File: config.mk
export PLATFORM = sky130hd
export DESIGN_NAME = banner_scroller
export DESIGN_NICKNAME = d
export VERILOG_FILES = /design/src/rtl/banner_scroller_pkg.sv /design/src/rtl/banner_window_extract.sv /design/src/rtl/banner_scroller.sv
export SDC_FILE = /design/constraint.sdc
export NUM_CORES = 2
export LEC_CHECK = 0
export CORE_MARGIN = 1
export CORE_UTILIZATION = 65
export DETAILED_ROUTE_END_ITERATION = 12
export GPL_TIMING_DRIVEN = 0
export PLACE_DENSITY = 0.85
export SLEW_MARGIN = 20
export SYNTH_ARGS = -nofsm -noshare
export SYNTH_HDL_FRONTEND = slang
export SYNTH_SLANG_ARGS = --single-unit
File: constraint.sdc
create_clock -name clk -period 9.86 [get_ports clk]
set_input_delay 1.972 -clock clk [delete_from_list [all_inputs] [get_ports clk]]
set_output_delay 1.972 -clock clk [all_outputs]
set_load 0.01 [all_outputs]
File: src/rtl/banner_scroller_pkg.sv
// Shared geometry constants, FSM state encoding and offset arithmetic for the banner scroller.
package banner_scroller_pkg;

    localparam int WORD_W = 71;
    localparam int ROWS   = 15;
    localparam int WIN_W  = 32;
    localparam int GAP    = 8;
    localparam int ADDR_W = 5;
    localparam int OFF_W  = 7;

    // One extra bit so offset + column index never overflows before wrapping.
    localparam logic [OFF_W:0] SPAN_X   = 8'(WORD_W + GAP);
    localparam logic [OFF_W:0] WORD_X   = 8'(WORD_W);
    localparam logic [3:0]     LAST_ROW = 4'(ROWS - 1);

    typedef logic [1:0] state_t;
    localparam state_t IDLE    = 2'd0;
    localparam state_t FETCH   = 2'd1;
    localparam state_t WAIT    = 2'd2;
    localparam state_t PRESENT = 2'd3;

    function automatic logic [OFF_W-1:0] offset_step(input logic [OFF_W-1:0] off);
        return (off == OFF_W'(WORD_W + GAP - 1)) ? '0 : off + OFF_W'(1);
    endfunction

endpackage

File: src/rtl/banner_window_extract.sv
// Combinational window selector: picks WIN_W columns of the word-plus-gap ring starting at offset.
module banner_window_extract
    import banner_scroller_pkg::*;
(
    input  logic [WORD_W-1:0] rom_data,
    input  logic [OFF_W-1:0]  offset,
    output logic [WIN_W-1:0]  window
);

    generate
        for (genvar gi = 0; gi < WIN_W; gi++) begin : g_col
            logic [OFF_W:0]   pos_raw;
            logic [OFF_W:0]   pos;
            logic [OFF_W-1:0] bit_sel;

            assign pos_raw = {1'b0, offset} + (OFF_W+1)'(gi);
            // offset < SPAN and gi < WIN_W < SPAN, so a single subtraction completes the modulo.
            assign pos     = (pos_raw >= SPAN_X) ? pos_raw - SPAN_X : pos_raw;
            assign bit_sel = OFF_W'(WORD_X - 8'd1 - pos);
            assign window[WIN_W-1-gi] = (pos < WORD_X) ? rom_data[bit_sel] : 1'b0;
        end
    endgenerate

endmodule

File: src/rtl/banner_scroller.sv
// Row-walking FSM: fetches each ROM row, windows it at the current offset and hands it to the row driver.
module banner_scroller
    import banner_scroller_pkg::*;
(
    input  logic              clk,
    input  logic              rst_n,
    input  logic              enable,
    input  logic              scroll_tick,
    output logic [ADDR_W-1:0] rom_addr,
    input  logic [WORD_W-1:0] rom_data,
    output logic              row_valid,
    input  logic              row_ready,
    output logic [3:0]        row_idx,
    output logic [WIN_W-1:0]  row_pixels,
    output logic              frame_done,
    output logic [OFF_W-1:0]  offset
);

    state_t            state_q, state_d;
    logic [ADDR_W-1:0] addr_q, addr_d;
    logic [3:0]        idx_q, idx_d;
    logic [WIN_W-1:0]  pix_q, pix_d;
    logic              fd_q, fd_d;
    logic [OFF_W-1:0]  off_q, off_d;
    logic              pend_q, pend_d;
    logic [WIN_W-1:0]  window;

    banner_window_extract u_extract (
        .rom_data (rom_data),
        .offset   (off_q),
        .window   (window)
    );

    always_comb begin
        state_d = state_q;
        addr_d  = addr_q;
        idx_d   = idx_q;
        pix_d   = pix_q;
        fd_d    = 1'b0;
        off_d   = off_q;
        pend_d  = pend_q | scroll_tick;
        case (state_q)
            IDLE: begin
                if (enable) begin
                    state_d = FETCH;
                    addr_d  = ADDR_W'(idx_q);
                end
            end
            FETCH: state_d = WAIT;
            WAIT: begin
                pix_d   = window;
                state_d = PRESENT;
            end
            PRESENT: begin
                if (row_ready) begin
                    state_d = enable ? FETCH : IDLE;
                    if (idx_q == LAST_ROW) begin
                        idx_d  = '0;
                        addr_d = '0;
                        fd_d   = 1'b1;
                        if (pend_q) off_d = offset_step(off_q);
                        // A tick coinciding with the frame-end accept belongs to the next frame.
                        pend_d = scroll_tick;
                    end else begin
                        idx_d  = idx_q + 4'd1;
                        addr_d = addr_q + ADDR_W'(1);
                    end
                end
            end
            default: state_d = IDLE;
        endcase
    end

    always_ff @(posedge clk) begin
        if (!rst_n) begin
            state_q <= IDLE;
            addr_q  <= '0;
            idx_q   <= '0;
            pix_q   <= '0;
            fd_q    <= 1'b0;
            off_q   <= '0;
            pend_q  <= 1'b0;
        end else begin
            state_q <= state_d;
            addr_q  <= addr_d;
            idx_q   <= idx_d;
            pix_q   <= pix_d;
            fd_q    <= fd_d;
            off_q   <= off_d;
            pend_q  <= pend_d;
        end
    end

    assign rom_addr   = addr_q;
    assign row_valid  = (state_q == PRESENT);
    assign row_idx    = idx_q;
    assign row_pixels = pix_q;
    assign frame_done = fd_q;
    assign offset     = off_q;

endmodule

==> flow_summary.yaml, run 1 <==
outcome:
  outcome: "stopped before the end"
  stop_stage: "5_1_grt"
  tool.error: "[ERROR GRT-0116] Global routing finished with congestion. Check the congestion regions in the DRC Viewer."
synthesis:
  syn-instance-count: 4254
  seq_area_frac_synth_pct: 2.82
  syn-num-nets: 4403
  yosysWarnings: 0
  syn_area_mm2: 0.0369
  synth_enable_flop_cells: 0
  synth.avg_cell_area_um2: 8.68
  yosys_most_used_dff: "dfxtp_1"
  netlist-cell-type-count: 115
  ys_seq_elements: 52
  synthArstFlopShare_pct: 0
floorplanning:
  start_util_pct: 66.4
  die_h_um: 240
  ioPinCount: 126
  fp.dieW_um: 240
  row_count: 86
placement:
  gp_congestion: 1.41
  dp.cells: 5128
  port-buffer-count: 125
  placed_cell_area_mm2: 0.0392
  dp_hpwl_um: 161000
clocking:
  post_cts_buffers: 0
  clkSinkCount: 52
  htree_levels: 2
  cts_buffers: 5
  cts_hold_buf: 0
  cts_buffer_depth: 2
  cts_root_buffer: "clkbuf_16"
  cts_resized: 5
global_route:
  grtUsageTotal_pct: 76.8
  first_global_vias: 43900
  grt_pass1_wl_um: 317000
  grt_overflow: 2
  grt_max_degree: 19
[per-stage QoR]
step	util [%]	setup WS (ns)	hold WS, ns
CTS	70.8	0.184	0.458
global placement	70.3	-0.817	0.433
floorplan	-	3.60	0.467
detailed placement	70.5	-0.299	0.444
[metal layers]
metal / track usage, % / GRT overflow
met3: 65.2 / 0
met5: 39.9 / 0
met4: 67.4 / 1
met1: 80.5 / 0
met2: 89.4 / 1
[cell usage after synthesis, drive strengths merged (11+ instances only)]
library cell | instances | share of area, %
a2111oi | 11 | 0.29
a211oi | 63 | 1.3
a21boi | 15 | 0.32
a21o | 19 | 0.39
a21oi | 275 | 4.0
a221oi | 13 | 0.36
a22oi | 24 | 0.49
a311oi | 23 | 0.56
a31oi | 65 | 1.1
and2 | 41 | 0.69
and3 | 35 | 0.59
buf | 166 | 2.6
clkbuf | 350 | 3.6
dfxtp | 52 | 2.8
ha | 73 | 2.5
inv | 68 | 0.70
mux2 | 58 | 1.8
mux2i | 319 | 8.6
mux4 | 541 | 33
nand2 | 398 | 4.1
nand2b | 35 | 0.59
nand3 | 108 | 1.5
nand3b | 15 | 0.31
nand4 | 24 | 0.41
nor2 | 325 | 3.4
nor2b | 45 | 0.76
nor3 | 80 | 1.1
nor3b | 11 | 0.22
nor4 | 54 | 0.92
o2111ai | 19 | 0.45
o211ai | 47 | 1.0
o21a | 23 | 0.47
o21ai | 219 | 3.0
o221ai | 13 | 0.31
o22ai | 25 | 0.44
o31ai | 29 | 0.60
o32ai | 11 | 0.26
or3 | 24 | 0.41
xnor2 | 305 | 8.1
xor2 | 65 | 1.7
[logic make-up after synthesis]
group                      Yosys count  synth area share [%]
and+or+nand+nor                   1225                  15.6
AOI/OAI and AO/OA                 1021                  18.6
muxes                              918                  43.5
buffers and inverters              589                  6.95
xor gates and xnor gates           374                  9.99
adders and majority gates           75                  2.53
DFF                                 52                  2.82
==> inputs of run 2 (changes only) <==
--- a/config.mk
+++ b/config.mk
@@ -6,10 +6,10 @@
 export NUM_CORES = 2
 export LEC_CHECK = 0
 export CORE_MARGIN = 1
-export CORE_UTILIZATION = 65
+export CORE_UTILIZATION = 40
 export DETAILED_ROUTE_END_ITERATION = 12
 export GPL_TIMING_DRIVEN = 0
-export PLACE_DENSITY = 0.85
+export PLACE_DENSITY_LB_ADDON = 0.15
 export SLEW_MARGIN = 20
 export SYNTH_ARGS = -nofsm -noshare
 export SYNTH_HDL_FRONTEND = slang
==> flow_summary.yaml, run 2 <==
outcome:
  outcome: "finished with violations"
  failed_checks: "setup timing"
synthesis:
  synthArstFlopShare_pct: 0
  synth_area_leaders: "mux4_2 33%, mux2i_1 8.6%, xnor2_1 6.5%"
  ys_seq_elements: 52
  synth_top_area_cell: "mux4_2"
  yosysWarnings: 0
  synth.most_common_cell: "mux4_2"
  syn-instance-count: 4254
  yosys_most_used_dff: "dfxtp_1"
  synth.avg_cell_area_um2: 8.68
  syn-num-nets: 4403
  synth_enable_flop_cells: 0
  netlist-cell-type-count: 115
  seq_area_frac_synth_pct: 2.82
  syn_area_mm2: 0.0369
  synth_common_cells: "538 x mux4_2, 393 x nand2_1, 350 x clkbuf_1"
  synth_top_cell_area_share_pct: 32.8
sta:
  rsz0062_at_grt: "no"
  setup_viol: 10
  hold_slack_ns: 0.466
  fin_ws_ns: -0.256
  period_needed_ns: 10.12
  drv_slew: 0
  tightest_slew_ns: 1.43
  fin_skew_ns: 0.0518
  fin_crit_sh_pct: 103
  maxSlewHeadroom_pct: 4.81
  hold_violations: 0
  max_freq_mhz: 98.9
min_path:
  min_to: "row_pixels[12]"
  hp-start: "row_pixels[12]"
  worst_hold_path.num_cells: 2
  hp-class: "reg -> reg"
final_layout:
  fillers: 9183
  largest_reg_flops: 32
  fin_nets: 4543
  stdcell_count: 5592
  final_common_cell: "mux4_2"
  mostFrequentLayoutCells: "538 x mux4_2, 393 x nand2_1, 335 x clkbuf_1"
  syn_to_final_growth_pct: 9.24
  drive_gt1_share_pct: 21.2
floorplanning:
  dieArea_mm2: 0.0935
  core_mm2: 0.0915
  row_count: 111
  start_util_pct: 40.3
  ioPinCount: 126
  fp.dieW_um: 306
  die_h_um: 306
power_and_ir_drop:
  cellPowerDensity_mw_per_mm2: 38.1
  p_leak_nw: 13.9
  fin_total_pwr_mw: 1.54
  vdd_drop_max_mv: 0.0754
clocking:
  cts_buffer_depth: 2
  cts_hold_buf: 0
  cts_tree: "yes"
  clkTransAtPathRegs_ns: 0.10
  clkSinkCount: 52
  htree_levels: 2
  clock_latency_ns: 0.41
  cts_root_buffer: "clkbuf_16"
  cts_buffers: 5
route:
  drc: 0
  wl_per_cell_um: 44.9
  drt_first_pass_iters: 9
  vias: 43500
  antenna_left: 0
  via_per_inst: 7.78
  drt_iter0_markers: 7884
  routed_wl_um: 251000
setup_path:
  critPathMostFrequentCell: "buf_4"
  crit_type: "reg -> reg"
  cp_slowest_cell: "xor2_1"
  crit_path_cell_trace: "buf_4, buf_4, inv_1, buf_2, buf_2, clkbuf_2, buf_4, ha_1, clkinv_1, buf_1, clkbuf_2, xnor2_1, ha_1, nand3_1, a2111oi_0, a211oi_1, o31ai_1, xor2_1, a31oi_1, a2111oi_2, a32o_1"
  crit_buf_inv: 10
  cp.required_ns: 10.18
  worstSetupStartpointType: "register"
  path_delay_family: "buffers and inverters"
  slowest_delay_ns: 1.04
  end_kind: "register"
  crit_arrival_ns: 10.43
  reg2regPathDepth: 21
  r2r-end: "row_pixels[4]"
  rrSetupSlack_ns: -0.26
  path_max_fanout: 12
  r2r_start: "offset[0]"
placement:
  port-buffer-count: 125
  dp_hpwl_um: 196000
  gp_congestion: 1.14
  dp.cells: 5575
global_route:
  grtUsageTotal_pct: 52.2
  grt_max_degree: 19
  first_global_vias: 39100
  grt_overflow: 0
  grt_antenna_before_repair: 13
  grt_pass1_wl_um: 336000
job:
  cap_violations: 0
[run 2: cell counts after synthesis]
No cell type changed its count.
[run 2: report_power, final]
group,switching [mW],internal [mW]
logic,0.643,0.354
registers,0.0358,0.240
clock network,0.166,0.0985
[run 2: cell families (layout without fill, tap and decap cells)]
kind of cell	after synthesis	count (layout)	synth area share, %
compound gates	1021	1021	18.6
xor+xnor	374	374	9.99
fa+ha+maj	75	75	2.53
buf+inv	589	730	6.95
flops	52	52	2.82
mux	918	918	43.5
other cells	0	11	0
simple gates	1225	1225	15.6
[run 2: cell type report]
class                      count  area (µm²)  share of cell area [%]
tap                         1186        1480                    3.68
sequential                    52        1040                    2.58
multi-input combinational   3613       33700                    83.5
clock inverter                 3        25.0                  0.0621
antenna                       11        27.5                  0.0683
buffer                       514        2310                    5.72
inverter                      73         277                   0.686
timing repair buffer         135        1370                    3.39
clock buffer                   5         125                   0.310
[run 2: routing by layer]
layer / GRT usage [%] / share of wire, %
met5: 0.155 / 0.17
met4: 37.9 / 9.3
met3: 26.6 / 17
met2: 69.0 / 38
met1: 64.2 / 36
[run 2: worst max-delay path by stage]
stage          depth (start not counted)              to      start
3_5_place_dp                          24  row_pixels[31]  offset[0]
5_1_grt                               23   row_pixels[3]  offset[0]
6_report                              21   row_pixels[4]  offset[0]
4_1_cts                               23   row_pixels[3]  offset[0]
2_1_floorplan                         27  row_pixels[28]  offset[0]
3_3_place_gp                          24   row_pixels[3]  offset[0]
[run 2: tightest hold or removal path: cells and delay by family (launching register included)]
family	cells	cell delay [ns]
AOI/OAI and AO/OA	1	0.06
DFF	1	0.32
and+or+nand+nor	1	0.05
[run 2: repair_timing]
item / CTS / global route
setup buffers: 0 / 0
endpoints found under the setup margin: 11 / 8
endpoints found under the hold margin: 0 / 0
gates resized for setup: 3 / 6
[run 2: metrics by stage]
stage | area [µm²] | setup slack (ns) | utilization [%] | setup TNS [ns]
final | 40300 | -0.256 | 44.1 | -0.818
after global routing | 40300 | 0.153 | 44.0 | 0
after CTS | 40200 | 0.0343 | 43.9 | 0
after detailed placement | 40000 | -0.895 | 43.7 | -4.53
after global placement | 39700 | -2.30 | 43.3 | -28.49
after floorplan | 36900 | 3.60 | - | 0
Note: power is estimated with default switching activity, not from simulation.
